File: config.mk
export PLATFORM = sky130hd
export DESIGN_NAME = jtpang_objdma
export DESIGN_NICKNAME = d
export VERILOG_FILES = /design/src/rtl/jtpang_pkg.sv /design/src/rtl/jtpang_objdma.sv
export SDC_FILE = /design/constraint.sdc
export NUM_CORES = 1
export LEC_CHECK = 0
export BUFFER_PORTS_ARGS = -buffer_cell sky130_fd_sc_hd__buf_2
export CAP_MARGIN = 25
export CORE_MARGIN = 2
export CORE_UTILIZATION = 38
export CTS_CLUSTER_DIAMETER = 30
export DETAILED_ROUTE_END_ITERATION = 7
export SLEW_MARGIN = 20
export SYNTH_ARGS = -nofsm -noshare
export SYNTH_HDL_FRONTEND = slang
export SYNTH_SLANG_ARGS = --single-unit
export TNS_END_PERCENT = 20
File: constraint.sdc
create_clock -name clk -period 3.9 [get_ports clk]
set_input_delay 1.17 -clock clk [delete_from_list [all_inputs] [get_ports clk]]
set_output_delay 1.17 -clock clk [all_outputs]
set_load 0.02 [all_outputs]
File: src/rtl/jtpang_pkg.sv
// jtpang_pkg: constants and state encoding shared by the object DMA
// and its neighbours on the CPU/video bus.
package jtpang_pkg;

   typedef enum logic [2:0] {
      DMA_IDLE,
      DMA_REQ,
      DMA_XFER,
      DMA_FLUSH,
      DMA_DONE
   } dma_st_t;

   localparam logic [8:0] DMA_LEN_DEF = 9'd384;

   // bus handshake polarities
   localparam logic BUSRQ_ON = 1'b1;
   localparam logic BUSAK_ON = 1'b0;

endpackage

File: src/rtl/jtpang_objdma.sv
// jtpang_objdma: copies the VRAM object table into the sprite buffer.
// Optional macro JTPANG_DMA_VBLANK_EN: transfers only start during vblank.
module jtpang_objdma
   import jtpang_pkg::*;
#(
   parameter int AW = 9,
   parameter logic [AW-1:0] DMA_LEN = AW'(DMA_LEN_DEF)
)(
   input  logic          clk,
   input  logic          rst_n,
   input  logic          cen,
   input  logic          LVBL,
   input  logic          dma_go,
   input  logic          busak_n,
   output logic          busrq,
   output logic [AW-1:0] dma_addr,
   input  logic [7:0]    dma_din,
   output logic [AW-1:0] buf_addr,
   output logic [7:0]    buf_din,
   output logic          buf_we,
   output logic          busy
);

   localparam logic [AW-1:0] LAST = DMA_LEN - 1'b1;

   dma_st_t    st;
   logic       go_l;
   logic       pending;
   logic       hold;
   logic       first;
   logic [7:0] pipe;
   logic       trig;
   logic       ack;
   logic       start_ok;
   logic [7:0] rd_byte;

   assign trig    = dma_go & ~go_l;
   assign ack     = busak_n == BUSAK_ON;
   // after a freeze the byte latched at freeze time is the valid one
   assign rd_byte = hold ? pipe : dma_din;

`ifdef JTPANG_DMA_VBLANK_EN
   assign start_ok = ~LVBL;
`else
   logic unused_lvbl;
   assign unused_lvbl = LVBL;
   assign start_ok    = 1'b1;
`endif

   always_ff @(posedge clk or negedge rst_n) begin
      if (!rst_n) begin
         st       <= DMA_IDLE;
         busrq    <= ~BUSRQ_ON;
         busy     <= 1'b0;
         buf_we   <= 1'b0;
         dma_addr <= '0;
         buf_addr <= '0;
         buf_din  <= '0;
         pending  <= 1'b0;
         // high so a dma_go held across reset release is no edge
         go_l     <= 1'b1;
         hold     <= 1'b0;
         first    <= 1'b0;
         pipe     <= '0;
      end else begin
         go_l   <= dma_go;
         buf_we <= 1'b0;
         unique case (st)
            DMA_IDLE: begin
               if (trig || pending) begin
                  if (start_ok) begin
                     st       <= DMA_REQ;
                     busrq    <= BUSRQ_ON;
                     busy     <= 1'b1;
                     dma_addr <= '0;
                     pending  <= 1'b0;
                  end else begin
                     pending <= 1'b1;
                  end
               end
            end
            DMA_REQ: begin
               if (trig) pending <= 1'b1;
               if (cen && ack) begin
                  st    <= DMA_XFER;
                  first <= 1'b1;
                  hold  <= 1'b0;
               end
            end
            DMA_XFER, DMA_FLUSH: begin
               if (trig) pending <= 1'b1;
               if (cen) begin
                  if (!ack) begin
                     if (!hold) begin
                        pipe <= dma_din;
                        hold <= 1'b1;
                     end
                  end else begin
                     hold <= 1'b0;
                     if (st == DMA_FLUSH) begin
                        buf_we   <= 1'b1;
                        buf_addr <= LAST;
                        buf_din  <= rd_byte;
                        st       <= DMA_DONE;
                     end else begin
                        first <= 1'b0;
                        if (!first) begin
                           buf_we   <= 1'b1;
                           buf_addr <= dma_addr - 1'b1;
                           buf_din  <= rd_byte;
                        end
                        if (dma_addr == LAST) begin
                           st <= DMA_FLUSH;
                        end else begin
                           dma_addr <= dma_addr + 1'b1;
                        end
                     end
                  end
               end
            end
            DMA_DONE: begin
               busrq <= ~BUSRQ_ON;
               busy  <= 1'b0;
               st    <= DMA_IDLE;
               if (trig) pending <= 1'b1;
            end
            default: st <= DMA_IDLE;
         endcase
      end
   end

endmodule

After elaboration in Yosys (flattened, before gate mapping)
Cells that the tools add are included.
{"block": "totals", "ff_bits": 43, "inputBits": 14}
{"block": "classes", "add_sub_neg": 2, "n_eq_ne": 14, "muxes": 37, "bitwise_logic": 3, "n_reduce_logical": 17}
{"cell": "two-way mux 9 bit", "n": 7}
{"cell": "two-way mux 8 bit", "n": 3}
{"cell": "two-way mux 3 bit", "n": 6}
{"cell": "case mux 9 bit (2 select lines)", "n": 1}
{"cell": "two-way mux 1 bit", "n": 15}
{"cell": "inequality test 2 bit (second input constant)", "n": 6}
{"cell": "AND reduction 5 bit", "n": 2}
{"cell": "adder 9 x 1 -> 9 bit (second input constant)", "n": 1}
{"cell": "== test 9 bit (second input constant)", "n": 1}
{"cell": "case mux 3 bit (3 select lines)", "n": 1}
{"cell": "AND reduction 3 bit", "n": 3}
{"cell": "subtractor 9 x 1 -> 9 bit (second input constant)", "n": 1}
{"cell": "case mux 1 bit (2 select lines)", "n": 4}
{"cell": "nonzero test 2 bit", "n": 4}
{"cell": "== test 3 x 2 -> 1 bit (second input constant)", "n": 2}
{"cell": "AND reduction 6 bit", "n": 1}
{"cell": "inequality test 2 x 1 -> 1 bit (second input constant)", "n": 2}
{"cell": "AND reduction 4 bit", "n": 1}
{"cell": "OR reduction 4 bit", "n": 1}
{"cell": "== test 3 x 1 -> 1 bit (second input constant)", "n": 1}
{"cell": "== test 3 bit (second input constant)", "n": 1}
{"cell": "logical NOT 3 bit", "n": 1}
{"cell": "inequality test 3 bit (second input constant)", "n": 1}
{"cell": "NOT 1 bit", "n": 2}
{"cell": "5 further kinds", "n": 5}

Logic depth before layout (Yosys ltp)
{"block": "logic_depth", "word_depth": 6, "depth_mapped": 7, "mapped_depth_nobuf": 6}

Worst setup path before layout
OpenSTA, ideal clock, no wires.
{"block": "synth_path", "kind": "input port to flip-flop", "from": "input busak_n", "to": "register dma_addr[8]", "setup_ns": 0.083, "arrival_time_ns": 2.223, "slack_ns": 1.595, "cell_stages": 5, "n_path_buf": 1, "path_cell_list": "nand2b_1 clkbuf_1 or3_4 or3_1 o21ai_0"}
{"block": "synth_via", "elab_chain_len": 2}
{"item": "start: declaration", "line_no": "jtpang_objdma.sv:14", "rtl": "input logic busak_n,"}
{"item": "inequality test 2 bit (no source line)"}
{"item": "AND reduction 6 bit (no source line)"}
{"item": "end signal: assignment", "line_no": "jtpang_objdma.sv:115", "rtl": "dma_addr <= dma_addr + 1'b1;"}
{"item": "end: declaration", "line_no": "jtpang_objdma.sv:16", "rtl": "output logic [AW-1:0] dma_addr,"}
Every way passes these cells.
A chain may end at the register's enable or synchronous reset.

Worst setup path after layout
{"block": "layout_path", "from": "input busak_n", "to": "register buf_din[6]"}
{"block": "layout_via", "elab_chain_len": 2}
{"item": "NOT 1 bit (no source line)"}
{"item": "AND reduction 4 bit (no source line)"}
{"item": "end signal: assignment", "line_no": "jtpang_objdma.sv:103", "rtl": "buf_din <= rd_byte;"}
{"item": "end signal: assignment", "line_no": "jtpang_objdma.sv:110", "rtl": "buf_din <= rd_byte;"}
{"item": "end: declaration", "line_no": "jtpang_objdma.sv:19", "rtl": "output logic [7:0] buf_din,"}
Every way passes these cells.

==> results.ini <==
[clock_tree]
clkLatencyLatePin_ns = 0.30
clock_path_buffers = 2
post_cts_resized = 0
cts_made_buffers = 5
cts_setup_buffers = 0
cts.sinks = 43
cts.htree.levels = 2
path_clk_slew_ns = 0.09
cts_tree = yes
postCtsHoldBufs = 0
cts-root-buf = clkbuf_8

[timing]
final.min_clock_period_ns = 2.368
tightest_slew_ns = 0.7467
hold_viol = 0
fin_tns_setup_ns = 0
rsz0062_at_grt = false
post-route-period-util_pct = 60.71
layout_setup_ws_ns = 1.532
final_max_slew_viol_count = 0
finalSetupViolations = 0
fin_skew_ns = 0.005783
fmax_mhz = 422.4
slew_headroom_pct = 49.84

[detailed_routing]
drt-initial-drc-count = 115
drt-total-wl_um = 4502
wl_met1_um = 2207
top_layer = met4
dr_total_vias = 1669
drt.antenna.violating_nets = 0
drc = 0
wl_met2_um = 2029
drt_first_pass_iters = 4
dr_wl_met3_um = 204
avgRoutedWirePerCell_um = 14.02
viasPerCell = 5.199

[floorplanning]
dieArea_sq_um = 6340
start_util_pct = 39.47
rows = 27
io_pins = 43
fp.dieH_um = 79.63
core-area_sq_um = 5507
die_w_um = 79.63

[power]
clkPwrFrac_pct = 14.8
power_frac_seq_pct = 43.5
p_int_w = 0.001088
switchingPower_w = 0.0008557
combinationalPowerShare_pct = 41.7
ir_drop_v = 0.0002180
leakage_nw = 1.077
power_density_nw_per_um2 = 777.9
p_sw_share_pct = 44.02

[yosys]
synth_warnings = 0
yosysMostFrequentCell = dfrtp_1
avgSynthCellArea_sq_um = 10.20
synthTopCellsByCount = 42 x dfrtp_1, 29 x nor2_1, 21 x a21oi_1
ys_seq_area_share_pct = 49.57
synthCells = 213
yosys.area.top_type = dfrtp_1
ys.flop_type = dfrtp_1
ys_ff_latch = 43
syn-cell-area_sq_um = 2173
async_flop_share_pct = 100.0
synth-edff-count = 0
synth_cell_types = 46
yosys.area.top_type_share_pct = 48.36
syn_nets = 229
synth_area_leaders = dfrtp_1 48%, nor2_1 5.0%, a21oi_1 4.8%, mux2_2 4.1%, mux2i_1 3.7%

[final_layout]
antenna_cells = 0
postLayoutCellArea_sq_um = 2499
flow.area_growth_from_synthesis_pct = 14.97
fin_nets = 264
drive_above_1_share_pct = 28.11

[critical_path]
cp.arrival_ns = 2.60
required_ns = 4.13
crit_type = in2reg
critPathLaunchType = primary input
crit_fanout = 17
ff2ff_setup_slack_ns = 2.08
cp-end-kind = flop

[place]
io_buffers = 41
gp_congestion = 0.7693
hpwl_um = 3124
placed_cell_area_sq_um = 2390
place_ws_ns = 1.174

[global_route]
grt_pass1_vias = 1590
grt.overflow.total = 0
track_usage_pct = 15.71
grt_pass1_wl_um = 7700
grt_max_degree = 44
antenna_found_initial = 0

[worst_hold_path]
hold_class = reg2reg

[run_status]
status = finished clean

[job]
maxCapViolCount = 0

==> worst paths after layout <==
kind | from | end | depth (start not counted)
worst max register to register | dma_addr[0] | dma_addr[8] | 5
worst min register to register | buf_addr[7] | buf_addr[7] | 1
max in group asynchronous | rst_n | buf_addr[4] | 2
worst max-delay path | busak_n | buf_din[6] | 6
min in group asynchronous | rst_n | dma_addr[2] | 1
worst min-delay path | buf_addr[7] | buf_addr[7] | 1
==> stage by stage <==
step	util, %	hold WS [ns]	power [W]	cells
2_1_floorplan	-	0.4805	0.001454	213
3_3_place_gp	43.40	0.4849	0.001665	312
3_5_place_dp	43.40	0.4958	0.001675	312
4_1_cts	45.01	0.5159	0.001965	320
5_1_grt	45.38	0.5252	0.002106	321
6_report	45.38	0.5069	0.001944	321
==> cell usage in the layout (no fill, tap or decap), drive strengths merged, types with 8 or more instances in the layout <==
cell	count
mux2	8
a21oi	21
mux2i	8
dfrtp	42
nor2	30
buf	43
o21ai	11
nor3	12
nand2	8
==> critical path, cell delays in order <==
cell      delay, ns
buf_2          0.11
nand2b_1       0.27
nor3_4         0.60
buf_4          0.28
nor2_1         0.05
a21oi_1        0.11
==> kinds of logic after synthesis <==
family | after synthesis | share of synthesized area (%)
compound gates | 50 | 13.76
xor+xnor | 7 | 2.821
fa+ha+maj | 2 | 1.151
buf+inv | 20 | 4.835
flops | 43 | 49.57
mux | 16 | 7.830
simple gates | 75 | 20.04
==> routing by layer <==
metal | vias up | GRT usage (%)
li1 | 836 | -
met1 | 791 | 21.91
met2 | 37 | 23.78
met3 | 5 | 3.733
met4 | 0 | 5.690
met5 | - | 0
==> power by group through the flow <==
| stage | clock [W] | sequential (W) | combinational (W) |
|---|---|---|---|
| finish | 0.000287 | 0.000845 | 0.000811 |
| global route | 0.000317 | 0.000879 | 0.000910 |
| CTS | 0.000297 | 0.000847 | 0.000821 |
| detailed placement | 0 | 0.000857 | 0.000819 |
| global placement | 0 | 0.000856 | 0.000809 |
| floorplan | 0 | 0.000884 | 0.000570 |
==> layout make-up <==
class | instances | area (sq um)
fill | 550 | 3008
sequential | 43 | 1077
multi-input combinational | 150 | 991.0
timing repair buffer | 43 | 232.7
tap | 72 | 90.09
clock buffer | 5 | 68.82
clock inverter | 3 | 20.02
inverter | 5 | 18.77
==> sequential cells by signal (all words and copies together), names as in the netlist <==
signal and flops:
st 3, first 1, hold 1, pipe 8
buf_din 8, go_l 1, dma_addr 9, buf_addr 9
pending 1, busy 1, buf_we 1
No activity file was read; power rests on OpenSTA's default activity.
